## src/rtl/shifter_pkg.sv

```systemverilog
// shifter_pkg: shift types, IR[27:25] instruction classes and FSM states
// shared by shifter_operand_unit and shifter_barrel.
package shifter_pkg;
  localparam logic [1:0] LSL = 2'd0, LSR = 2'd1, ASR = 2'd2, ROR = 2'd3;
  localparam logic [2:0] CLS_SHIFT  = 3'b000;
  localparam logic [2:0] CLS_IMM    = 3'b001;
  localparam logic [2:0] CLS_OFF12  = 3'b010;
  localparam logic [2:0] CLS_SCALED = 3'b011;
  localparam logic [2:0] CLS_LIST   = 3'b100;
  localparam logic [2:0] CLS_BRANCH = 3'b101;
  typedef enum logic [1:0] {IDLE, SCAN, HOLD} state_t;
  function automatic logic [4:0] popcount16(input logic [15:0] v);
    logic [4:0] n;
    n = '0;
    for (int i = 0; i < 16; i++) n = n + 5'(v[i]);
    return n;
  endfunction
endpackage

```

## src/rtl/shifter_barrel.sv

```systemverilog
// shifter_barrel: combinational LSL/LSR/ASR/ROR/RRX with ARM carry-out;
// amount is the effective count (0 = no shift, carry passes through).
module shifter_barrel import shifter_pkg::*; #(
  parameter int DATA_W = 32
) (
  input  logic [DATA_W-1:0] data,
  input  logic [8:0]        amount,
  input  logic [1:0]        sh_type,
  input  logic              rrx,
  input  logic              cin,
  output logic [DATA_W-1:0] result,
  output logic              carry
);
  localparam int LW = $clog2(DATA_W);
  logic [DATA_W:0]     lsl_x, lsr_x, asr_x;
  logic [2*DATA_W-1:0] ror_x;
  // one guard bit beside the data catches the last bit shifted out
  always_comb begin
    lsl_x = {1'b0, data} << amount;
    lsr_x = {data, 1'b0} >> amount;
    asr_x = $unsigned($signed({data, 1'b0}) >>> amount);
    ror_x = {data, data} >> amount[LW-1:0];
    result = rrx ? {cin, data[DATA_W-1:1]} :
             amount == '0 ? data :
             sh_type == LSL ? lsl_x[DATA_W-1:0] :
             sh_type == LSR ? lsr_x[DATA_W:1] :
             sh_type == ASR ? asr_x[DATA_W:1] : ror_x[DATA_W-1:0];
    carry = rrx ? data[0] :
            amount == '0 ? cin :
            sh_type == LSL ? lsl_x[DATA_W] :
            sh_type == LSR ? lsr_x[0] :
            sh_type == ASR ? asr_x[0] : result[DATA_W-1];
  end
endmodule

```

## src/rtl/shifter_operand_unit.sv

```systemverilog
// shifter_operand_unit: shifter-operand/offset generator with valid/ready and registered result.
// Define SHIFTER_REG_SHIFT_EN to enable register-specified (Rs) shifts.
module shifter_operand_unit import shifter_pkg::*; #(
  parameter int DATA_W     = 32,
  parameter int SCAN_LANES = 4,
  parameter int BR_ADJ     = 4
) (
  input  logic              clk,
  input  logic              rst_n,
  input  logic              in_valid,
  output logic              in_ready,
  input  logic [31:0]       ir,
  input  logic [DATA_W-1:0] rm,
  input  logic [DATA_W-1:0] rs,
  input  logic              cin,
  input  logic              enable,
  output logic              out_valid,
  input  logic              out_ready,
  output logic [DATA_W-1:0] shifter_operand,
  output logic              cout
);
  localparam int SCAN_STEPS = 16 / SCAN_LANES;
  localparam logic [15:0] LANE_MASK = 16'((17'd1 << SCAN_LANES) - 17'd1);
  state_t state_q, state_d;
  logic [DATA_W-1:0] op_q, op_d, b_data, b_res, br_sx, res;
  logic [15:0] list_q, list_d;
  logic [4:0] cnt_q, cnt_d, acc_q, acc_d, acc_sum, imm5;
  logic [8:0] b_amt;
  logic [2:0] cls;
  logic [1:0] sh, b_type;
  logic c_q, c_d, scin_q, scin_d, b_rrx, b_c, res_c;
  logic shift_imm, shift_reg, ext8, use_barrel, scan_cmd, accept;
  logic unused_bits;
  assign cls = ir[27:25];
  assign sh = ir[6:5];
  assign imm5 = ir[11:7];
  assign shift_imm = cls == CLS_SCALED || (cls == CLS_SHIFT && !ir[4]);
`ifdef SHIFTER_REG_SHIFT_EN
  assign shift_reg = cls == CLS_SHIFT && ir[4] && !ir[7];
`else
  assign shift_reg = 1'b0;
`endif
  assign ext8 = cls == CLS_SHIFT && ir[4] && ir[7];
  assign use_barrel = cls == CLS_IMM || shift_imm || shift_reg;
  assign scan_cmd = enable && cls == CLS_LIST;
  assign unused_bits = ^{ir[31:28], ir[24], rs};
  // immediate LSR#0/ASR#0 encode a full-width shift; ROR#0 encodes RRX
  assign b_data = cls == CLS_IMM ? DATA_W'(ir[7:0]) : rm;
  assign b_amt = cls == CLS_IMM ? {4'd0, ir[11:8], 1'b0} :
                 shift_reg ? {1'b0, rs[7:0]} :
                 imm5 == '0 && (sh == LSR || sh == ASR) ? 9'(DATA_W) : {4'd0, imm5};
  assign b_type = cls == CLS_IMM ? ROR : sh;
  assign b_rrx = shift_imm && imm5 == '0 && sh == ROR;
  shifter_barrel #(.DATA_W(DATA_W)) u_barrel (
    .data(b_data), .amount(b_amt), .sh_type(b_type), .rrx(b_rrx), .cin(cin),
    .result(b_res), .carry(b_c)
  );
  assign br_sx = DATA_W'($signed(ir[23:0]));
  assign res = !enable ? rm :
               use_barrel ? b_res :
               ext8 ? DATA_W'({ir[11:8], ir[3:0]}) :
               cls == CLS_OFF12 ? DATA_W'(ir[11:0]) :
               cls == CLS_BRANCH ? (br_sx << 2) + DATA_W'(BR_ADJ) : rm;
  assign res_c = enable && use_barrel ? b_c : cin;
  assign in_ready = rst_n && state_q != SCAN && (state_q != HOLD || out_ready);
  assign out_valid = state_q == HOLD;
  assign shifter_operand = op_q;
  assign cout = c_q;
  assign accept = in_valid && in_ready;
  assign acc_sum = acc_q + popcount16(list_q & LANE_MASK);
  always_comb begin
    state_d = state_q;
    op_d = op_q;
    c_d = c_q;
    list_d = list_q;
    cnt_d = cnt_q;
    acc_d = acc_q;
    scin_d = scin_q;
    if (state_q == SCAN) begin
      list_d = list_q >> SCAN_LANES;
      cnt_d = cnt_q + 5'd1;
      acc_d = acc_sum;
      if (cnt_q == 5'(SCAN_STEPS - 1)) begin
        state_d = HOLD;
        op_d = DATA_W'({acc_sum, 2'b00});
        c_d = scin_q;
      end
    end else if (accept && scan_cmd) begin
      state_d = SCAN;
      list_d = ir[15:0];
      cnt_d = '0;
      acc_d = '0;
      scin_d = cin;
    end else if (accept) begin
      state_d = HOLD;
      op_d = res;
      c_d = res_c;
    end else if (out_ready) begin
      state_d = IDLE;
    end
  end
  always_ff @(posedge clk or negedge rst_n) begin
    if (!rst_n) begin
      state_q <= IDLE;
      op_q <= '0;
      c_q <= 1'b0;
      list_q <= '0;
      cnt_q <= '0;
      acc_q <= '0;
      scin_q <= 1'b0;
    end else begin
      state_q <= state_d;
      op_q <= op_d;
      c_q <= c_d;
      list_q <= list_d;
      cnt_q <= cnt_d;
      acc_q <= acc_d;
      scin_q <= scin_d;
    end
  end
endmodule

```

## config.mk

```make
export PLATFORM = sky130hd
export DESIGN_NAME = shifter_operand_unit
export DESIGN_NICKNAME = d
export VERILOG_FILES = /design/src/rtl/shifter_pkg.sv /design/src/rtl/shifter_barrel.sv /design/src/rtl/shifter_operand_unit.sv
export SDC_FILE = /design/constraint.sdc
export NUM_CORES = 1
export LEC_CHECK = 0
export CORE_MARGIN = 8
export CORE_UTILIZATION = 35
export CTS_CLUSTER_DIAMETER = 100
export DETAILED_ROUTE_END_ITERATION = 16
export GPL_TIMING_DRIVEN = 1
export PLACE_DENSITY = 0.62
export SETUP_SLACK_MARGIN = 0.3
export SYNTH_ARGS = -nofsm -noshare
export SYNTH_HDL_FRONTEND = slang
export SYNTH_HIERARCHICAL = 1
export SYNTH_SLANG_ARGS = --single-unit
export TNS_END_PERCENT = 10
```

## constraint.sdc

```tcl
create_clock -name clk -period 2.6 [get_ports clk]
set_input_delay 0.78 -clock clk [delete_from_list [all_inputs] [get_ports clk]]
set_output_delay 0.78 -clock clk [all_outputs]
set_load 0.01 [all_outputs]
```

* After elaboration in Yosys (flattened, before gate mapping)
Cells that the tools add are included.
Widths: inputs -> output; s select.
** Storage, ports and cells
- Output and inout bits :: 35
- Register bits after elaboration :: 62
** Cells by class
- Equal/unequal tests :: 17
- Reduce and logical (&&, ||, !) cells :: 27
- Shift-type cells :: 4
- Multiplexer cells :: 38
- Bitwise gates (word level) :: 1
- $add $sub $neg :: 6
** Operator list (count)
- $mux 32 :: 15
- $shr 64x5->32 :: 1
- $shl 32x6->33 :: 1
- $shr 33x6->33 :: 1
- $sshr 33x6->33 :: 1
- $mux 16 :: 2
- $add 26x4->27 const B :: 1
- $mux 5 :: 3
- $logic_and 1x1->1 :: 12
- $mux 2 :: 6
- $mux 6 :: 2
- $mux 1 :: 10
- $logic_not 9->1 :: 1
- $eq 2x2->1 const B :: 4
- $eq 2x1->1 const B :: 3
- $eq 3x2->1 const B :: 2
- $eq 3x3->1 const B :: 2
- $add 5x1->5 const B :: 1
- $add 5x4->5 :: 1
- $eq 5x2->1 const B :: 1
- $logic_not 5->1 :: 1
- $add 3x1->4 :: 1
- $logic_or 1x1->1 :: 4
- $ne 2x1->1 const B :: 2
- other kinds (12) :: 15

* Logic depth before layout (Yosys ltp)
- Depth in word-level cells :: 20
- Mapped depth :: 20
- Mapped depth without buffers :: 15

* Hierarchy
Netlist, hierarchy kept.
** Modules (own cells, without submodules)
- shifter_barrel :: cells each 935, area an instance 6452.4 um^2, times used 1, seq. area each 0.0 um^2
- shifter_operand_unit :: cells each 575, area an instance 4663.2 um^2, times used 1, seq. area each 1551.5 um^2

* Least setup slack after synthesis
Ideal clock, no wire load.
- Path type :: input -> register
- Start :: input ir[26]
- End :: register op_q[6], in the netlist shifter_operand[6]
- Buffers on the path :: 4
- Stages on the path :: 16
- Library setup time :: 127 ps
- Slack :: -1652 ps
- Arrival time :: 4125 ps
- Data required time :: 2473 ps
- Cells stage by stage :: clkbuf_1 -> nor3_2 -> clkbuf_1 -> nor2_1 -> buf_6 -> buf_12 -> mux4_1 -> mux2_2 -> mux2i_1 -> a21oi_1 -> a21o_1 -> a21oi_1 -> o22ai_1 -> a221o_1 -> a211oi_1 -> o41ai_1
** On the way
- Cells in the longest elaborated chain, start to end :: 13
** Ends and longest elaborated chain
- start, declared :: RTL line shifter_operand_unit.sv:12 : input logic [31:0] ir,
- $eq 3x1->1 * :: RTL line shifter_operand_unit.sv:49 : assign b_amt = cls == CLS_IMM ? {4'd0, ir[11:8], 1'b0} :
- $mux 6 * :: RTL line shifter_operand_unit.sv:49
- via b_amt[0] :: RTL line shifter_operand_unit.sv:28 : logic [8:0] b_amt;
- $sshr 33x6->33 / $shr 64x5->32 (equally long branches) :: RTL line shifter_barrel.sv:21, shifter_barrel.sv:22
- $mux 32 :: RTL line shifter_barrel.sv:27 : sh_type == ASR ? asr_x[DATA_W:1] : ror_x[DATA_W-1:0];
- $mux 32 :: RTL line shifter_barrel.sv:26 : sh_type == LSR ? lsr_x[DATA_W:1] :
- $mux 32 :: RTL line shifter_barrel.sv:25 : sh_type == LSL ? lsl_x[DATA_W-1:0] :
- $mux 32 * :: RTL line shifter_barrel.sv:24 : amount == '0 ? data :
- $mux 32 * :: RTL line shifter_barrel.sv:23 : result = rrx ? {cin, data[DATA_W-1:1]} :
- via b_res[6] :: RTL line shifter_operand_unit.sv:25 : logic [DATA_W-1:0] op_q, op_d, b_data, b_res, br_sx, res;
- $mux 32 * :: RTL line shifter_operand_unit.sv:60 : use_barrel ? b_res :
- $mux 32 * :: RTL line shifter_operand_unit.sv:59 : assign res = !enable ? rm :
- $mux 32 * :: RTL line shifter_operand_unit.sv:94 : end else if (accept) begin
- $mux 32 * :: RTL line shifter_operand_unit.sv:88 : end else if (accept && scan_cmd) begin
- $mux 32 * :: RTL line shifter_operand_unit.sv:79 : if (state_q == SCAN) begin
- end signal, assigned :: RTL line shifter_operand_unit.sv:113 : op_q <= op_d;
- end, declared :: RTL line shifter_operand_unit.sv:25
The timed path passes the listed nets; every way through them passes the cells marked *. The select of a mux whose other input is x is not followed.
A chain may end at the register's enable or synchronous reset.

* Worst setup path in the final report
- Start :: input ir[25]
- End :: register op_q[16], in the netlist shifter_operand[16]
** On the way
- Cells in the longest elaborated chain, start to end :: 13
** Ends and longest elaborated chain
- $eq 3x1->1 * :: RTL line shifter_operand_unit.sv:48 : assign b_data = cls == CLS_IMM ? DATA_W'(ir[7:0]) : rm;
- $mux 32 * :: RTL line shifter_operand_unit.sv:48
- via b_data[30] :: RTL line shifter_operand_unit.sv:25
- $sshr 33x6->33 / $shr 64x5->32 (equally long branches) :: RTL line shifter_barrel.sv:21, shifter_barrel.sv:22
- $mux 32 :: RTL line shifter_barrel.sv:27
- $mux 32 :: RTL line shifter_barrel.sv:26
- $mux 32 * :: RTL line shifter_barrel.sv:25
- $mux 32 * :: RTL line shifter_barrel.sv:24
- $mux 32 * :: RTL line shifter_barrel.sv:23
- via b_res[16] :: RTL line shifter_operand_unit.sv:25
- $mux 32 * :: RTL line shifter_operand_unit.sv:60
- $mux 32 * :: RTL line shifter_operand_unit.sv:59
- $mux 32 * :: RTL line shifter_operand_unit.sv:94
- $mux 32 * :: RTL line shifter_operand_unit.sv:88
- $mux 32 * :: RTL line shifter_operand_unit.sv:79
Marked as above.

==> flow_metrics.tcl <==
set metrics [dict create \
    startpoint_type "primary input" \
    synth_warnings 6 \
    worstPathRequired_ns 2.84 \
    ctsHoldBuffers 0 \
    wl_per_cell_um 31.00 \
    grt_pass1_vias 15872 \
    final_cell_mix "buf_4 (501), nand2_1 (204), nor2_1 (114)" \
    cp-end-kind "register" \
    cp.arrival_ns 4.19 \
    clock_sink_count 62 \
    critical_path_buf_inv_count 9 \
    crit_family "buffers and inverters" \
    yosys-top-cells-area "dfrtp_1 (14%), nand2_1 (7.1%), mux4_2 (6.5%), o21ai_0 (5.0%), a21oi_1 (4.9%)" \
    synth_area_per_cell_um2 7.361 \
    drive_above_1_share_pct 40.71 \
    fmax_mhz 253.0 \
    p_leak_uw 0.007414 \
    final_hold_viol_count 0 \
    dp_hpwl_mm 59.45 \
    postLayoutSetupSlackWorst_ns -1.353 \
    vias 15850 \
    clkLatencyLatePin_ns 0.35 \
    core.rowCount 65 \
    synth_top_area_cell "dfrtp_1" \
    die_y_um 194.2 \
    violations "negative setup slack" \
    ctsHtreeMaxLevel 3 \
    ys_ff_latch 62 \
    skew_ns 0.005259 \
    first_pass_iters 7 \
    setup_viol 33 \
    gp_congestion 1.081 \
    drv_slew 0 \
    grt_max_degree 61 \
    relSlewSlack_pct 35.92 \
    min_period_ns 3.953 \
    grt_pass1_wl_mm 109.0 \
    pre_cts_slack_ns -2.365 \
    wirelength_mm 75.09 \
    clock_path_buffers 2 \
    min_path_type "primary input to async pin" \
    num_io_pins 137 \
    tightest_slew_ns 0.9577 \
    synth_cells 1510 \
    grt_setup_unrepaired "true" \
    crit_chain "buf_8 > inv_4 > nor3_4 > buf_6 > buf_16 > buf_12 > buf_12 > nor2b_2 > buf_4 > mux4_2 > mux2i_2 > nor2_1 > nor2_1 > buf_4 > nor2_1 > a2111oi_2 > buf_4 > a21oi_1 > nand3_1 > a21oi_1 > a211o_2" \
    max-cap-violations 0 \
    async_flop_share_pct 100.0 \
    drtAntennaViolNets 0 \
    antenna_found_initial 2 \
    cellPowerDensity_mw_per_mm2 411.7 \
    synthToLayoutAreaGrowth_pct 58.19 \
    netlist.area_leader.share_pct 13.96 \
    cts.clk_slew.worst_paths_ns 0.06 \
    cpMaxStageDelayCell "mux4_2" \
    slowest_delay_ns 0.55 \
    die_w_um 194.2 \
    fp.coreArea_mm2 0.03139 \
    grt-ovfl-total 0 \
    yosysUniqueCellTypes 89 \
    vias_per_cell 6.544 \
    path_max_fanout 8 \
    cts_buffers 9 \
    clock-root-buffer "clkbuf_16" \
    grtUsageTotal_pct 38.58 \
    synth_edf_count 0 \
    first_iter_violations 1936 \
    drc_errors 0 \
    cts_tree "built" \
    synthesis.area_mm2 0.01112 \
    start_util_pct 35.41 \
    layout.nets 2124 \
    final_common_cell "buf_4" \
    finish.utilization_pct 56.01 \
    io_buffers 99 \
    period_share_pct 152.0 \
    crit_type "primary input to register" \
    outcome "complete, but fails checks" \
    synth-seq-area-share_pct 13.96 \
    synth_top_flop_cell "dfrtp_1" \
    dieArea_mm2 0.03772 \
    irDropWorstVdd_uv 653.8 \
]
## worst paths after layout
path                       startpoint             endpoint  slack (ns)  depth (start not counted)
max                            ir[25]  shifter_operand[16]       -1.35                         21
min                             rst_n           state_q[1]        0.21                          1
max reg2reg                 list_q[0]   shifter_operand[6]        0.01                          9
min reg2reg                 list_q[7]            list_q[7]        0.48                          2
max in group asynchronous       rst_n   shifter_operand[7]        1.37                          2
min in group clk            list_q[7]            list_q[7]        0.48                          2
## layer usage
layer	track usage [%]	vias up	wire, um	share of wire, %
met2	59.49	1090	32790	44
li1	-	6741	-	-
met3	8.174	305	7004	9.3
met4	29.17	4	6762	9.0
met5	0	-	23	0.031
met1	46.75	7710	28520	38
## final cells by class
cell class              count  area (um2)
multi-input cells        1268        9578
flip-flops and latches     62        1551
well taps                 402       503.0
diodes                      1       2.502
fillers                  2980       13810
inverters                  25       96.34
clock inverters             3       42.54
clock buffers              12       266.5
repair buffers            649        5544
## synth_stat cells, types with 8 or more instances
| cell | number |
|---|---|
| a211oi_1 | 28 |
| a21o_1 | 12 |
| a21oi_1 | 108 |
| a221o_1 | 14 |
| a221oi_1 | 14 |
| a22oi_1 | 35 |
| a2bb2oi_1 | 9 |
| a311oi_1 | 9 |
| a31oi_1 | 17 |
| and2_1 | 9 |
| and3_1 | 11 |
| buf_1 | 15 |
| buf_2 | 29 |
| clkbuf_1 | 105 |
| dfrtp_1 | 62 |
| inv_1 | 23 |
| mux2_2 | 39 |
| mux2i_1 | 54 |
| mux4_1 | 19 |
| mux4_2 | 32 |
| nand2_1 | 209 |
| nand2b_1 | 23 |
| nand3_1 | 45 |
| nand4_1 | 11 |
| nor2_1 | 125 |
| nor2b_1 | 38 |
| nor3_1 | 48 |
| nor4_1 | 13 |
| o211ai_1 | 15 |
| o21ai_0 | 110 |
| o221ai_1 | 12 |
| o22ai_1 | 20 |
| o31a_1 | 8 |
| o31ai_1 | 20 |
| or3_1 | 11 |
| xnor2_1 | 11 |
## flip-flops by register name, indices dropped and copies added (netlist names)
signal and count:
shifter_operand 32, list_q 16, acc_q 5, cnt_q 5
state_q 2, cout 1, scin_q 1
## through the flow
step / instance area [um2] / std cells / TNS (ns) / hold slack [ns] / total power, uW
global route: 17580 / 2422 / -43.77 / 0.2091 / 7517
detailed placement: 16010 / 2364 / -69.57 / 0.4689 / 5379
global placement: 16010 / 2364 / -68.97 / 0.4605 / 5340
floorplan: 11210 / 1514 / -37.71 / 0.4460 / 3285
CTS: 17360 / 2419 / -38.72 / 0.2083 / 7008
finish: 17580 / 2422 / -40.71 / 0.2144 / 7240
## cells by family (layout without fill, tap and decap cells)
kind of cell | count (synthesis) | count (layout) | share of synthesized area [%]
buffers and inverters | 184 | 689 | 7.407
other | 1 | 6 | 0.03374
xor gates and xnor gates | 18 | 18 | 1.418
adders and majority gates | 7 | 7 | 0.9906
and+or+nand+nor | 585 | 585 | 25.28
muxes | 145 | 145 | 19.92
AOI/OAI and AO/OA | 508 | 508 | 30.99
DFF | 62 | 62 | 13.96
## worst register-to-register path: stages, from the launching register on
cell     delay, ns
dfrtp_1       0.40
fa_1          0.54
inv_1         0.05
fa_2          0.34
inv_1         0.08
fa_2          0.25
nand3_1       0.10
xor2_1        0.18
and2_1        0.21
o41ai_1       0.30
## report_power, final
group	leakage [uW]	internal [uW]	switching, uW
registers	0.000768	1270	249
clock network	0.000151	814	509
logic	0.00650	2050	2340
## repair_timing
item,CTS,global route
gates resized for setup,207,53
endpoints found under the setup margin,55,47
pin swaps,59,24
gates cloned,3,0
buffers inserted,37,2
(Power assumes the default switching activity.)
